--- config.mk ---
export PLATFORM = sky130hd
export DESIGN_NAME = booth_operand_regs_flat
export DESIGN_NICKNAME = d
export VERILOG_FILES = /design/src/rtl/booth_operand_regs_pkg.sv /design/src/rtl/booth_operand_regs_if.sv /design/src/rtl/booth_operand_regs_convert.sv /design/src/rtl/booth_operand_regs.sv /design/src/flat_wrapper.sv
export SDC_FILE = /design/constraint.sdc
export NUM_CORES = 1
export LEC_CHECK = 0
export ABC_AREA = 1
export CORE_MARGIN = 2
export CORE_UTILIZATION = 42
export CTS_CLUSTER_SIZE = 10
export DETAILED_ROUTE_END_ITERATION = 6
export GPL_TIMING_DRIVEN = 0
export HOLD_SLACK_MARGIN = 0.12
export PLACE_DENSITY = 0.94
export SYNTH_ARGS = -nofsm -noshare
export SYNTH_HDL_FRONTEND = slang
export SYNTH_SLANG_ARGS = --single-unit
--- constraint.sdc ---
create_clock -name i_clk -period 1.8 [get_ports i_clk]
set_input_delay 0.27 -clock i_clk [delete_from_list [all_inputs] [get_ports i_clk]]
set_output_delay 0.27 -clock i_clk [all_outputs]
set_load 0.05 [all_outputs]
--- src/rtl/booth_operand_regs_pkg.sv ---
// booth_pkg: shared types and sign-magnitude/two's-complement conversion for the Booth operand stage
package booth_pkg;
  typedef enum logic {IDLE, BUSY} state_t;
  localparam int DEF_WIDTH = 4;
  localparam int CNT_W = $clog2(DEF_WIDTH + 2);
  localparam int MAX_W = 32;
  localparam int IW = $clog2(MAX_W + 2);
  // Works at MAX_W and lets callers truncate, so one function serves every WIDTH <= MAX_W
  function automatic logic [MAX_W+1:0] sm_to_tc(input logic [MAX_W:0] d, input int w, input logic sm_in);
    logic [MAX_W+1:0] dx, mag, ext;
    logic s;
    dx = {1'b0, d};
    s = dx[IW'(w)];
    for (int i = 0; i < MAX_W + 2; i++) begin
      mag[IW'(i)] = (i < w) && dx[IW'(i)];
      ext[IW'(i)] = (i <= w) ? dx[IW'(i)] : s;
    end
    return sm_in ? (s ? -mag : mag) : ext;
  endfunction
endpackage

--- src/rtl/booth_operand_regs_if.sv ---
// booth_operand_regs_if: operand handshake, shift control and datapath outputs of the Booth operand stage
interface booth_operand_regs_if #(parameter int WIDTH = 4);
  logic             in_valid;
  logic             in_ready;
  logic [WIDTH:0]   in_data_m;
  logic [WIDTH:0]   in_data_q;
  logic             shift_en;
  logic             shift_in;
  logic [WIDTH+1:0] o_m;
  logic [WIDTH+1:0] o_m_neg;
  logic [WIDTH:0]   o_q;
  logic             o_q_m1;
  logic [1:0]       o_booth_op;
  logic             o_busy;
  logic             o_last;
  modport master(
    output in_valid, in_data_m, in_data_q, shift_en, shift_in,
    input  in_ready, o_m, o_m_neg, o_q, o_q_m1, o_booth_op, o_busy, o_last
  );
  modport slave(
    input  in_valid, in_data_m, in_data_q, shift_en, shift_in,
    output in_ready, o_m, o_m_neg, o_q, o_q_m1, o_booth_op, o_busy, o_last
  );
endinterface

--- src/rtl/booth_operand_regs_convert.sv ---
// operand_convert: maps one WIDTH+1 bit operand to WIDTH+2 bit two's complement
module operand_convert
  import booth_pkg::*;
#(
  parameter int WIDTH = DEF_WIDTH,
  parameter bit SM_IN = 1'b1
) (
  input  logic [WIDTH:0]   d,
  output logic [WIDTH+1:0] y
);
  assign y = (WIDTH + 2)'(sm_to_tc((MAX_W + 1)'(d), WIDTH, SM_IN));
endmodule

--- src/rtl/booth_operand_regs.sv ---
// booth_operand_regs: captures a Booth operand pair, holds M and -M, and shifts Q/Q-1 under controller command
module booth_operand_regs
  import booth_pkg::*;
#(
  parameter int WIDTH = DEF_WIDTH,
  parameter bit SM_IN = 1'b1
) (
  input logic              i_clk,
  input logic              i_rst_n,
  input logic              i_clr,
  booth_operand_regs_if.slave bus
);
  localparam int CW = $clog2(WIDTH + 2);
  state_t state_q, state_d;
  logic [WIDTH+1:0] m_q, m_d, m_conv, q_conv;
  logic [WIDTH:0] q_q, q_d;
  logic q_m1_q, q_m1_d;
  logic [CW-1:0] cnt_q, cnt_d;
  logic load, shift, last;
  operand_convert #(.WIDTH(WIDTH), .SM_IN(SM_IN)) u_conv_m (.d(bus.in_data_m), .y(m_conv));
  operand_convert #(.WIDTH(WIDTH), .SM_IN(SM_IN)) u_conv_q (.d(bus.in_data_q), .y(q_conv));
  assign load  = bus.in_valid && (state_q == IDLE);
  assign shift = bus.shift_en && (state_q == BUSY);
  assign last  = shift && (cnt_q == CW'(WIDTH));
  always_comb begin
    state_d = i_clr ? IDLE : load ? BUSY : last ? IDLE : state_q;
    m_d     = i_clr ? '0 : load ? m_conv : m_q;
    q_d     = i_clr ? '0 : load ? (WIDTH + 1)'(q_conv) : shift ? {bus.shift_in, q_q[WIDTH:1]} : q_q;
    q_m1_d  = i_clr || load ? 1'b0 : shift ? q_q[0] : q_m1_q;
    cnt_d   = i_clr || load ? '0 : shift ? cnt_q + 1'b1 : cnt_q;
  end
  always_ff @(posedge i_clk or negedge i_rst_n) begin
    if (!i_rst_n) begin
      state_q <= IDLE;
      m_q     <= '0;
      q_q     <= '0;
      q_m1_q  <= 1'b0;
      cnt_q   <= '0;
    end else begin
      state_q <= state_d;
      m_q     <= m_d;
      q_q     <= q_d;
      q_m1_q  <= q_m1_d;
      cnt_q   <= cnt_d;
    end
  end
  assign bus.in_ready   = (state_q == IDLE);
  assign bus.o_busy     = (state_q == BUSY);
  assign bus.o_last     = last;
  assign bus.o_m        = m_q;
  assign bus.o_m_neg    = -m_q;
  assign bus.o_q        = q_q;
  assign bus.o_q_m1     = q_m1_q;
  assign bus.o_booth_op = {q_q[0], q_m1_q};
endmodule

--- src/flat_wrapper.sv ---
// flat-port wrapper written by rule: the top's interface ports become plain ports
module booth_operand_regs_flat import booth_pkg::*;
#(
  parameter int WIDTH = DEF_WIDTH,
  parameter bit SM_IN = 1'b1
)
  (i_clk, i_rst_n, i_clr, bus_in_valid, bus_in_data_m, bus_in_data_q, bus_shift_en, bus_shift_in, bus_in_ready, bus_o_m, bus_o_m_neg, bus_o_q, bus_o_q_m1, bus_o_booth_op, bus_o_busy, bus_o_last);
  booth_operand_regs_if #(.WIDTH(WIDTH)) bus_i ();
  input logic i_clk;
  input logic i_rst_n;
  input logic i_clr;
  input wire logic [$bits(bus_i.in_valid)-1:0] bus_in_valid;
  input wire logic [$bits(bus_i.in_data_m)-1:0] bus_in_data_m;
  input wire logic [$bits(bus_i.in_data_q)-1:0] bus_in_data_q;
  input wire logic [$bits(bus_i.shift_en)-1:0] bus_shift_en;
  input wire logic [$bits(bus_i.shift_in)-1:0] bus_shift_in;
  output wire logic [$bits(bus_i.in_ready)-1:0] bus_in_ready;
  output wire logic [$bits(bus_i.o_m)-1:0] bus_o_m;
  output wire logic [$bits(bus_i.o_m_neg)-1:0] bus_o_m_neg;
  output wire logic [$bits(bus_i.o_q)-1:0] bus_o_q;
  output wire logic [$bits(bus_i.o_q_m1)-1:0] bus_o_q_m1;
  output wire logic [$bits(bus_i.o_booth_op)-1:0] bus_o_booth_op;
  output wire logic [$bits(bus_i.o_busy)-1:0] bus_o_busy;
  output wire logic [$bits(bus_i.o_last)-1:0] bus_o_last;
  assign bus_i.in_valid = bus_in_valid;
  assign bus_i.in_data_m = bus_in_data_m;
  assign bus_i.in_data_q = bus_in_data_q;
  assign bus_i.shift_en = bus_shift_en;
  assign bus_i.shift_in = bus_shift_in;
  assign bus_in_ready = bus_i.in_ready;
  assign bus_o_m = bus_i.o_m;
  assign bus_o_m_neg = bus_i.o_m_neg;
  assign bus_o_q = bus_i.o_q;
  assign bus_o_q_m1 = bus_i.o_q_m1;
  assign bus_o_booth_op = bus_i.o_booth_op;
  assign bus_o_busy = bus_i.o_busy;
  assign bus_o_last = bus_i.o_last;
  booth_operand_regs #(.WIDTH(WIDTH), .SM_IN(SM_IN)) u_core (.i_clk(i_clk), .i_rst_n(i_rst_n), .i_clr(i_clr), .bus(bus_i));
endmodule
==> impl_results.md <==
- Data arrival time of the critical path: around 1.5 ns
- Post-route fraction of the period consumed by the critical path: 97.0%
- Share of layout cells above drive strength 1: ~17%
- Hold Worst Slack: roughly 0.37 ns
- Maximum clock insertion buffer count: 2
- GP Congestion: about 0.72
- Syn. warnings: 0
- Core outline area: 1750 um^2
- Area of the mapped netlist: about 800 um^2
- Clock-pin slew on the worst setup and hold paths: ~0.090 ns
- Routed wire length: about 2100 um
- Path category of the worst min-delay check: in -> async
- Number of nets in the layout: roughly 160
- Commonest non-fill, non-tap cell in the layout: sky130_fd_sc_hd__nand2_1
- Worst stage delay on the critical path: slightly above 0.8 ns
- Count of state elements after synthesis: 14
- Most area-hungry cell type in the Yosys netlist: sky130_fd_sc_hd__dfrtp_1
- Area fraction of the dominant cell type after synthesis: roughly 44%
- Worst supply voltage drop on vdd: ~0.58 mV
- Detailed-route via count: just under 800
- Outcome: finished, final reports clean
- Clock buffers created by TritonCTS: 3
- DIE WIDTH: around 47 um
- Maximum number of pins on one net before global-route repair: 15
- Vias in the first global route: slightly below 800
- Max Freq: ~570 MHz
- Top post-synthesis cells by area: sky130_fd_sc_hd__dfrtp_1 44%, sky130_fd_sc_hd__nand2_1 13%, sky130_fd_sc_hd__nand3_1 11%, sky130_fd_sc_hd__inv_1 5.2%, sky130_fd_sc_hd__buf_4 4.8%
- Vertical extent of the die: 47.3 um
- Critical path required time: 1.53 ns
- Bufs and invs on worst path: 1
- Crit path max-delay family: buffers and inverters
- Max-capacitance violation count: 0
- P_leak: between 0.6 and 0.7 nW
- Area delta synth->final: 51.6%
- Slowest CP cell: sky130_fd_sc_hd__clkdlybuf4s50_1
- Worst slew slack as a fraction of its limit: about 58%
- Proportion of synthesized chip area in sequential cells: 44.4%
- Count of cell types in the netlist: 19
- Number of design-rule violations left by the first detailed-router iteration: 10
- Source-to-sink clock delay at the later pin of the worst-skew pair: ~0.28 ns
- CTS Hold Buffers Added: 0
- First-pass GRT wire length: between 3000 and 4000 um
- Sort of element at the end of the critical path: primary output
- GRT Residual Overflow: 0
- Rows: 15
- First-pass iteration count of the detailed router: 4
- Commonest non-fill, non-tap cells in the layout: 26 x sky130_fd_sc_hd__nand2_1, 19 x sky130_fd_sc_hd__clkdlybuf4s50_1, 17 x sky130_fd_sc_hd__nand3_1, 13 x sky130_fd_sc_hd__dfrtp_1, 11 x sky130_fd_sc_hd__inv_1
- Die outline area: about 2200 um^2
- Setup slack, reg-to-reg: between 0.6 and 0.7 ns
- Dpl hpwl: 1670 um
- Clock root buffer: sky130_fd_sc_hd__clkbuf_4
- Number of buffers added on ports: 34
- CP Launch Type: flip-flop
- Placed Area: approximately 1200 um^2
- DRC violations left: 0
- Final count of pins violating max slew: 0
- Clock tree from TritonCTS: built
- Residual antenna-violating net count after detailed routing: 0
- Routed wire per std cell: 12.7 um
- Sinks on the clock net: 14
- Worst setup path category: reg -> out
- Fin crit period: 1.75 ns
- Initial cell density of the core: between 40% and 50%
- Vias/cell: 4.82
- Antenna diode count: 0
- Power density cells: approximately 800 nW/um^2
- Highest fanout seen on the critical path: 4
- Fin. Hold Viols: 0
- Htree depth: 1
- Number of standard cells after synthesis: 99
- Cells along the critical path: clkdlybuf4s50_1
- Antenna violations before repair: 0
- Overall fraction of global-route tracks in use: just over 20%
- Transition time at the pin with the least slew margin: around 0.63 ns
- Boundary pin count: 39
- Setup repair after global routing missed its margin: no
- Count of endpoints failing setup in the final report: 0
- Worst clock skew on the final layout: 0.00542 ns
- Post-synthesis area per instance: approximately 8.0 um^2
- Cell area after layout: ~1200 um^2
flip-flops by register name, indices dropped and copies added (netlist names):
register           flops
u_core.bus.o_q         5
u_core.bus.o_m         4
u_core.bus.o_q_m1      1
u_core.cnt_q           3
u_core.bus.o_busy      1
metrics by stage:
stage                     total power, W  setup TNS, ns  utilization (%)  instances  setup slack [ns]
after floorplan                 0.000619        -0.0120                -        100           -0.0120
after global placement          0.000752         -0.626             67.5        159            -0.482
after detailed placement        0.000763         -0.775             67.5        159            -0.553
after CTS                       0.000971              0             68.7        163            0.0116
after global routing             0.00100              0             68.5        163           0.00492
final                           0.000958              0             68.5        163            0.0531
layout make-up:
class	instances	area (um^2)
Buffer	6	42.5
Fill cell	142	551
Clock buffer	4	36.3
Sequential cell	14	352
Tap cell	25	31.3
Inverter	13	48.8
Timing Repair Buffer	34	317
Multi-Input combinational cell	67	368
power breakdown:
group	internal, W	switching (W)	leakage [nW]
registers	0.000333	0.0000186	0.189
clock network	0.000123	0.000103	0.0210
logic	0.000116	0.000265	0.462
synth_stat cells (all sizes together):
cell type	number
nor2	3
nand2	29
xor2	2
nand4	1
o21ai	4
a21oi	3
inv	13
nand3	18
buf	6
conb	1
ha	3
nor3	1
xnor2	1
dfrtp	14
repair_timing:
action,4_1_cts,5_1_grt
buffers inserted,0,0
gates resized for setup,27,6
endpoints found under the setup margin,13,5
hold endpoints to repair,0,0
worst paths after layout:
| path | from | to | depth (start not counted) |
|---|---|---|---|
| worst min register to register | u_core.bus.o_q[3] | u_core.bus.o_q[3] | 2 |
| worst min-delay path | i_rst_n | u_core.cnt_q[1] | 1 |
| worst max-delay path | u_core.bus.o_q[0] | bus_o_booth_op[1] | 1 |
| min in group i_clk | u_core.bus.o_q[3] | u_core.bus.o_q[3] | 2 |
| max in group asynchronous | i_rst_n | u_core.bus.o_busy | 1 |
| worst max register to register | u_core.bus.o_busy | u_core.cnt_q[2] | 6 |
cells by family (layout without fill, tap and decap cells):
| logic type | after synthesis | count (layout) | share of synthesized area (%) |
|---|---|---|---|
| buffers and inverters | 19 | 57 | 11.6 |
| adders and majority gates | 3 | 3 | 4.76 |
| other | 1 | 2 | 0.476 |
| AOI/OAI and AO/OA | 7 | 7 | 4.44 |
| xor gates and xnor gates | 3 | 3 | 3.33 |
| DFF | 14 | 14 | 44.4 |
| and+or+nand+nor | 52 | 52 | 31.0 |
layer usage:
layer / wire length, um / share of wire [%] / track usage, %
met1: 809 / 39 / 19.5
met3: 123 / 6.0 / 6.15
met4: 30 / 1.5 / 10.0
met5: 0 / 0 / 0
met2: 1100 / 53 / 39.7
Note: power is estimated with default switching activity, not from simulation.
